`src/rtl/pci_target_decoder.sv`:
```
// pci_target_decoder
//   PCI target-side address/command decoder and DEVSEL/TRDY sequencer.
//   Latches address/command on the address phase and claims the transaction
//   when the address falls in the single BAR window and the command is an
//   I/O or memory read/write. It then sequences the data phases: TRDY
//   handshake, burst counting, target disconnect (STOP) and a one-cycle
//   turnaround.
//
// Optional feature (macro PCI_PARITY_CHK_EN):
//   defined   -> even parity of {ad, c_be} from the claimed address phase and
//                from each write-data transfer is checked against par on the
//                following cycle; a mismatch gives a one-cycle perr pulse.
//   undefined -> par is ignored and perr is tied 0.
//
// Ports:
//   clk       in   bus clock, rising edge
//   rst_n     in   synchronous reset, active-low
//   frame     in   initiator FRAME (1 = transaction in progress)
//   irdy      in   initiator ready
//   ad[31:0]  in   address/data bus (address sampled)
//   c_be[3:0] in   command / byte enables
//   par       in   even parity over ad and c_be, one cycle late
//   devsel    out  device select (registered)
//   trdy      out  target ready (registered)
//   stop      out  target disconnect request (registered)
//   hit_addr  out  latched address of the claimed transaction
//   hit_cmd   out  latched command of the claimed transaction
//   is_write  out  1 = claimed command is a write
//   data_cnt  out  completed data phases in the current transaction
//   perr      out  parity error pulse
module pci_target_decoder #(
  parameter logic [31:0] BAR_BASE     = 32'h0000_1000,
  parameter logic [31:0] BAR_MASK     = 32'hFFFF_F000,
  parameter int          DEVSEL_SPEED = 0,
  parameter int          MAX_BURST    = 8
) (
  input  logic        clk,
  input  logic        rst_n,
  input  logic        frame,
  input  logic        irdy,
  input  logic [31:0] ad,
  input  logic [3:0]  c_be,
  input  logic        par,
  output logic        devsel,
  output logic        trdy,
  output logic        stop,
  output logic [31:0] hit_addr,
  output logic [3:0]  hit_cmd,
  output logic        is_write,
  output logic [3:0]  data_cnt,
  output logic        perr
);

  typedef enum logic [2:0] {
    ST_IDLE   = 3'd0,
    ST_BUSY   = 3'd1,
    ST_DECODE = 3'd2,
    ST_DATA   = 3'd3,
    ST_DISC   = 3'd4,
    ST_TURN   = 3'd5
  } state_t;

  localparam logic [1:0] WAIT_INIT_C = 2'(DEVSEL_SPEED);
  localparam logic [3:0] MAX_BURST_C = 4'(MAX_BURST);

  state_t      state_r, state_s;
  logic        frame_q_r;
  logic [1:0]  wait_cnt_r, wait_cnt_s;
  logic [3:0]  data_cnt_r, data_cnt_s;
  logic        devsel_r, trdy_r, stop_r;
  logic [31:0] hit_addr_r;
  logic [3:0]  hit_cmd_r;
  logic        is_write_r;
  logic        addr_phase_s, addr_match_s, cmd_ok_s, hit_s, xfer_s;

  // Address-phase detection, BAR compare, command filter and transfer strobe.
  always_comb begin
    addr_phase_s = (state_r == ST_IDLE) && frame && !frame_q_r;
    addr_match_s = ((ad & BAR_MASK) == BAR_BASE);
    case (c_be)
      4'b0010, 4'b0011, 4'b0110, 4'b0111: cmd_ok_s = 1'b1;
      default:                            cmd_ok_s = 1'b0;
    endcase
    hit_s  = addr_match_s && cmd_ok_s;
    xfer_s = (state_r == ST_DATA) && irdy && trdy_r;
  end

  // Next-state logic for the transaction sequencer and its counters.
  always_comb begin
    state_s    = state_r;
    wait_cnt_s = wait_cnt_r;
    data_cnt_s = data_cnt_r;
    case (state_r)
      ST_IDLE: begin
        if (addr_phase_s && hit_s) begin
          state_s    = ST_DECODE;
          wait_cnt_s = WAIT_INIT_C;
          data_cnt_s = 4'd0;
        end else if (addr_phase_s) begin
          state_s = ST_BUSY;
        end else begin
          state_s = ST_IDLE;
        end
      end
      ST_BUSY: begin
        if (!frame && !irdy) begin
          state_s = ST_IDLE;
        end else begin
          state_s = ST_BUSY;
        end
      end
      ST_DECODE: begin
        // Wait count of zero on entry means devsel on the very next edge.
        if (wait_cnt_r == 2'd0) begin
          state_s = ST_DATA;
        end else begin
          wait_cnt_s = wait_cnt_r - 2'd1;
        end
      end
      ST_DATA: begin
        if (xfer_s) begin
          data_cnt_s = data_cnt_r + 4'd1;
          if (!frame) begin
            state_s = ST_TURN;
          end else if ((data_cnt_r + 4'd1) == MAX_BURST_C) begin
            state_s = ST_DISC;
          end else begin
            state_s = ST_DATA;
          end
        end else begin
          state_s = ST_DATA;
        end
      end
      ST_DISC: begin
        if (!frame) begin
          state_s = ST_TURN;
        end else begin
          state_s = ST_DISC;
        end
      end
      ST_TURN: state_s = ST_IDLE;
      default: state_s = ST_IDLE;
    endcase
  end

  // State, counters, registered bus outputs and claimed-transaction latches.
  always_ff @(posedge clk) begin
    if (!rst_n) begin
      state_r    <= ST_IDLE;
      frame_q_r  <= 1'b0;
      wait_cnt_r <= 2'd0;
      data_cnt_r <= 4'd0;
      devsel_r   <= 1'b0;
      trdy_r     <= 1'b0;
      stop_r     <= 1'b0;
      hit_addr_r <= 32'd0;
      hit_cmd_r  <= 4'd0;
      is_write_r <= 1'b0;
    end else begin
      state_r    <= state_s;
      frame_q_r  <= frame;
      wait_cnt_r <= wait_cnt_s;
      data_cnt_r <= data_cnt_s;
      // Outputs follow the state being entered so they line up with it.
      devsel_r   <= (state_s == ST_DATA) || (state_s == ST_DISC);
      trdy_r     <= (state_s == ST_DATA);
      stop_r     <= (state_s == ST_DISC);
      if (addr_phase_s && hit_s) begin
        hit_addr_r <= ad;
        hit_cmd_r  <= c_be;
        is_write_r <= c_be[0];
      end
    end
  end

  assign devsel   = devsel_r;
  assign trdy     = trdy_r;
  assign stop     = stop_r;
  assign hit_addr = hit_addr_r;
  assign hit_cmd  = hit_cmd_r;
  assign is_write = is_write_r;
  assign data_cnt = data_cnt_r;

`ifdef PCI_PARITY_CHK_EN
  function automatic logic even_parity(input logic [35:0] vec);
    return ^vec;
  endfunction

  logic par_pend_r, par_exp_r, perr_r;

  // Capture expected parity of claimed address/write-data cycles, check next cycle.
  always_ff @(posedge clk) begin
    if (!rst_n) begin
      par_pend_r <= 1'b0;
      par_exp_r  <= 1'b0;
      perr_r     <= 1'b0;
    end else begin
      par_pend_r <= (addr_phase_s && hit_s) || (xfer_s && is_write_r);
      par_exp_r  <= even_parity({ad, c_be});
      perr_r     <= par_pend_r && (par != par_exp_r);
    end
  end

  assign perr = perr_r;
`else
  logic par_unused_s;
  assign par_unused_s = par;
  assign perr         = 1'b0;
`endif

endmodule

```
`config.mk`:
```
export PLATFORM = sky130hd
export DESIGN_NAME = pci_target_decoder
export DESIGN_NICKNAME = d
export VERILOG_FILES = /design/src/rtl/pci_target_decoder.sv
export SDC_FILE = /design/constraint.sdc
export NUM_CORES = 1
export LEC_CHECK = 0
export BUFFER_PORTS_ARGS = -buffer_cell sky130_fd_sc_hd__buf_2
export CORE_ASPECT_RATIO = 0.75
export CORE_UTILIZATION = 49
export DETAILED_ROUTE_END_ITERATION = 12
export HOLD_SLACK_MARGIN = 0.12
export PLACE_DENSITY = 0.84
export SLEW_MARGIN = 20
export SYNTH_ARGS = -nofsm -noshare
export SYNTH_HDL_FRONTEND = slang
export SYNTH_SLANG_ARGS = --single-unit
```
`constraint.sdc`:
```
create_clock -name clk -period 3.7 [get_ports clk]
set_input_delay 0.74 -clock clk [delete_from_list [all_inputs] [get_ports clk]]
set_output_delay 0.74 -clock clk [all_outputs]
set_load 0.05 [all_outputs]
```
==> flow_summary.ini <==
[timing]
slew-limit-headroom_pct = 60.9
finalSetupViolations = 0
slew_violations = 0
period_needed_ps = 2210
whs_ps = 452
min_period_over_period_pct = 59.6
hold_violations = 0
tightest_slew_ps = 587
max_freq_mhz = 453
clock_skew_ps = 7.06
finalSetupTns_ps = 0
rsz0062_at_grt = no

[floorplan]
start_util_pct = 53.3
rows = 18
design.die.area_um2 = 3950
die_y_um = 54.7
core_area_um2 = 3400
io_pins = 86
die_x_um = 72.3

[worst_setup_path]
required_ps = 3890
startpoint = ad[22]
start_kind = input pin
crit_buf_inv = 1
cp_max_fo = 17
cp_top_family = simple AND/OR/NAND/NOR gates
r2r_end = wait_cnt_r[0]
worst-setup-path-type = input pin to register
r2r_slack_ps = 1780
cp-end-kind = register
crit_slowest_cell = and3_1
max_stage_delay_ps = 550
r2r_cells = 5
rr_startpoint = state_r[0]
critical_path_arrival_ps = 2400
path_cells = buf_2 -> nor4b_1 -> and4_1 -> and3_1 -> o21ai_1 -> a31o_1

[synth]
ys_seq_elements = 49
synthDistinctLibCells = 37
synth_nets = 241
ys_warn_count = 0
syn_inst = 198
syn_area_per_cell_um2 = 9.16
synth.cell_area_um2 = 1810
synth_seq_area_share_pct = 54.1

[final_layout]
post-route-util_pct = 68.0
drive_gt1_share_pct = 34.7
multi_input_area_um2 = 743
nets = 321
fin_area_um2 = 2310
synthToLayoutAreaGrowth_pct = 27.5
diodes = 0
num-fill-cells = 297
seq_area_um2 = 981

[power]
internal_power_mw = 0.675
p_sw_share_pct = 21.0
vdd_drop_max_v = 0.000231
comb_power_share_pct = 5.1
pwr-share-clk_pct = 32.8
cellPowerDensity_nw_per_um2 = 369
seq_power_share_pct = 62.1
leakage_nw = 1.16
power_mw = 0.854
p_sw_mw = 0.180

[clock_network]
cts_tree = done
post-cts-setup-buffers = 0
clock_latency_ps = 290
clkTransAtPathRegs_ps = 80
cts_root_buf = clkbuf_8
cts_resized = 0
clock_path_buffers = 2
cts_sinks = 49
cts.htree.levels = 2
ctsHoldBuffers = 0
cts-buffers-inserted = 5

[detailed_routing]
first_pass_iters = 4
drt_iter0_markers = 106
vias_per_cell = 4.93
wirelength_um = 3700
vias = 1613
ant_nets = 0
drc = 0
wl_per_cell_um = 11.3

[global_route]
grt_pass1_vias = 1290
grt_overflow = 0
grt_antenna_before_repair = 0
grt.total_usage_pct = 18.6
grt_pass1_wl_um = 5610
grt_max_degree = 31

[placed_design]
hpwlAfterDp_um = 2650
routabilityCongestion = 0.873
place_area_um2 = 2240
io_buffers = 83

[run_status]
outcome = completed

[worst_hold_path]
min_path_type = register to register
whs_path_depth = 2
min-delay-start = hit_addr[11]
hold_end = hit_addr[11]

[job]
cap_violations = 0
synthesized netlist by cell type, drive strengths merged:
library cell | number | area, um^2
a211o | 1 | 8.76
conb | 1 | 3.75
and3b | 2 | 17.5
buf | 4 | 33.8
nand2 | 32 | 120
a21oi | 19 | 95.1
nand4 | 1 | 6.26
nor3b | 1 | 12.5
a22oi | 1 | 7.51
nor3 | 2 | 10.0
o211ai | 1 | 7.51
nand3b | 1 | 7.51
o21ai | 8 | 40.0
a311oi | 1 | 8.76
clkinv | 1 | 3.75
dfxtp | 49 | 981
a21boi | 1 | 7.51
clkbuf | 7 | 26.3
a21bo | 1 | 10.0
and4 | 2 | 17.5
ha | 2 | 25.0
a31o | 2 | 17.5
inv | 7 | 26.3
and3 | 23 | 144
mux2i | 2 | 20.0
nor4 | 3 | 18.8
nor4b | 3 | 41.3
nand3 | 7 | 40.0
nor2 | 11 | 43.8
a31oi | 1 | 6.26
nand2b | 1 | 6.26
power by group through the flow:
stage / clock network (mW) / registers [mW] / logic (mW)
final: 0.280 / 0.530 / 0.0435
after global routing: 0.308 / 0.531 / 0.0477
after floorplan: 0 / 0.542 / 0.0204
after detailed placement: 0 / 0.543 / 0.0436
after CTS: 0.288 / 0.530 / 0.0438
after global placement: 0 / 0.543 / 0.0430
worst max-delay path by stage:
stage | endpoint | slack [ps] | depth (start not counted)
CTS | wait_cnt_r[1] | 1480 | 6
floorplan | data_cnt[2] | 1770 | 5
finish | wait_cnt_r[0] | 1490 | 6
detailed placement | wait_cnt_r[0] | 1170 | 6
global placement | wait_cnt_r[1] | 1220 | 6
global route | wait_cnt_r[0] | 1350 | 6
tightest hold or removal path: stages, from the launching register on:
cell	delay [ps]
dfxtp_1	310
nand2_1	50
a21oi_1	50
per-stage QoR:
step / cells / worst slack [ps]
2_1_floorplan: 198 / 1770
3_3_place_gp: 321 / 1220
3_5_place_dp: 321 / 1170
4_1_cts: 327 / 1480
5_1_grt: 327 / 1350
6_report: 327 / 1490
layer usage:
metal / share of wire [%] / GRT usage (%) / vias to the layer above
met1: 47 / 23.3 / 730
met5: 0 / 0 / -
met3: 6.0 / 6.63 / 2
met2: 46 / 30.2 / 45
li1: - / - / 836
met4: 0.57 / 6.54 / 0
cell usage in the layout, fill, tap and decap left out, types with 2 or more instances in the layout:
master and n:
inv_1 6, and3_1 23, buf_2 83, nor4_1 3
clkbuf_8 5, ha_1 2, a31o_1 2, nor4b_1 2
and3b_1 2, o21ai_0 7, and4_1 2, mux2i_1 2
nor2_1 10, nand3_1 6, dfxtp_1 49, nor3_1 2
nand2_1 32, a21oi_1 19
kinds of logic (layout without fill, tap and decap cells):
family,count (synthesis),in the layout,share of synthesized area [%]
flip-flops,49,49,54.1
multiplexers,2,2,1.10
AND/OR/NAND/NOR,89,89,26.8
AO/OA/AOI/OAI,36,36,11.5
adder cells (fa/ha/maj),2,2,1.38
buffers and inverters,19,98,4.97
other,1,1,0.207
layout make-up:
class	instances	area share, %
clock buffer	5	2.97
inverter	8	1.30
multi-input combinational	130	32.1
timing repair buffer	84	18.3
clock inverter	1	0.216
tap	50	2.70
sequential	49	42.4
state kept, by name, summed over array words and instances, names as in the netlist:
register and flops:
hit_cmd 4, data_cnt 4, frame_q_r 1, stop 1, wait_cnt_r 2, devsel 1, state_r 3, hit_addr 32
trdy 1
Power figures use the tool's default switching activity.
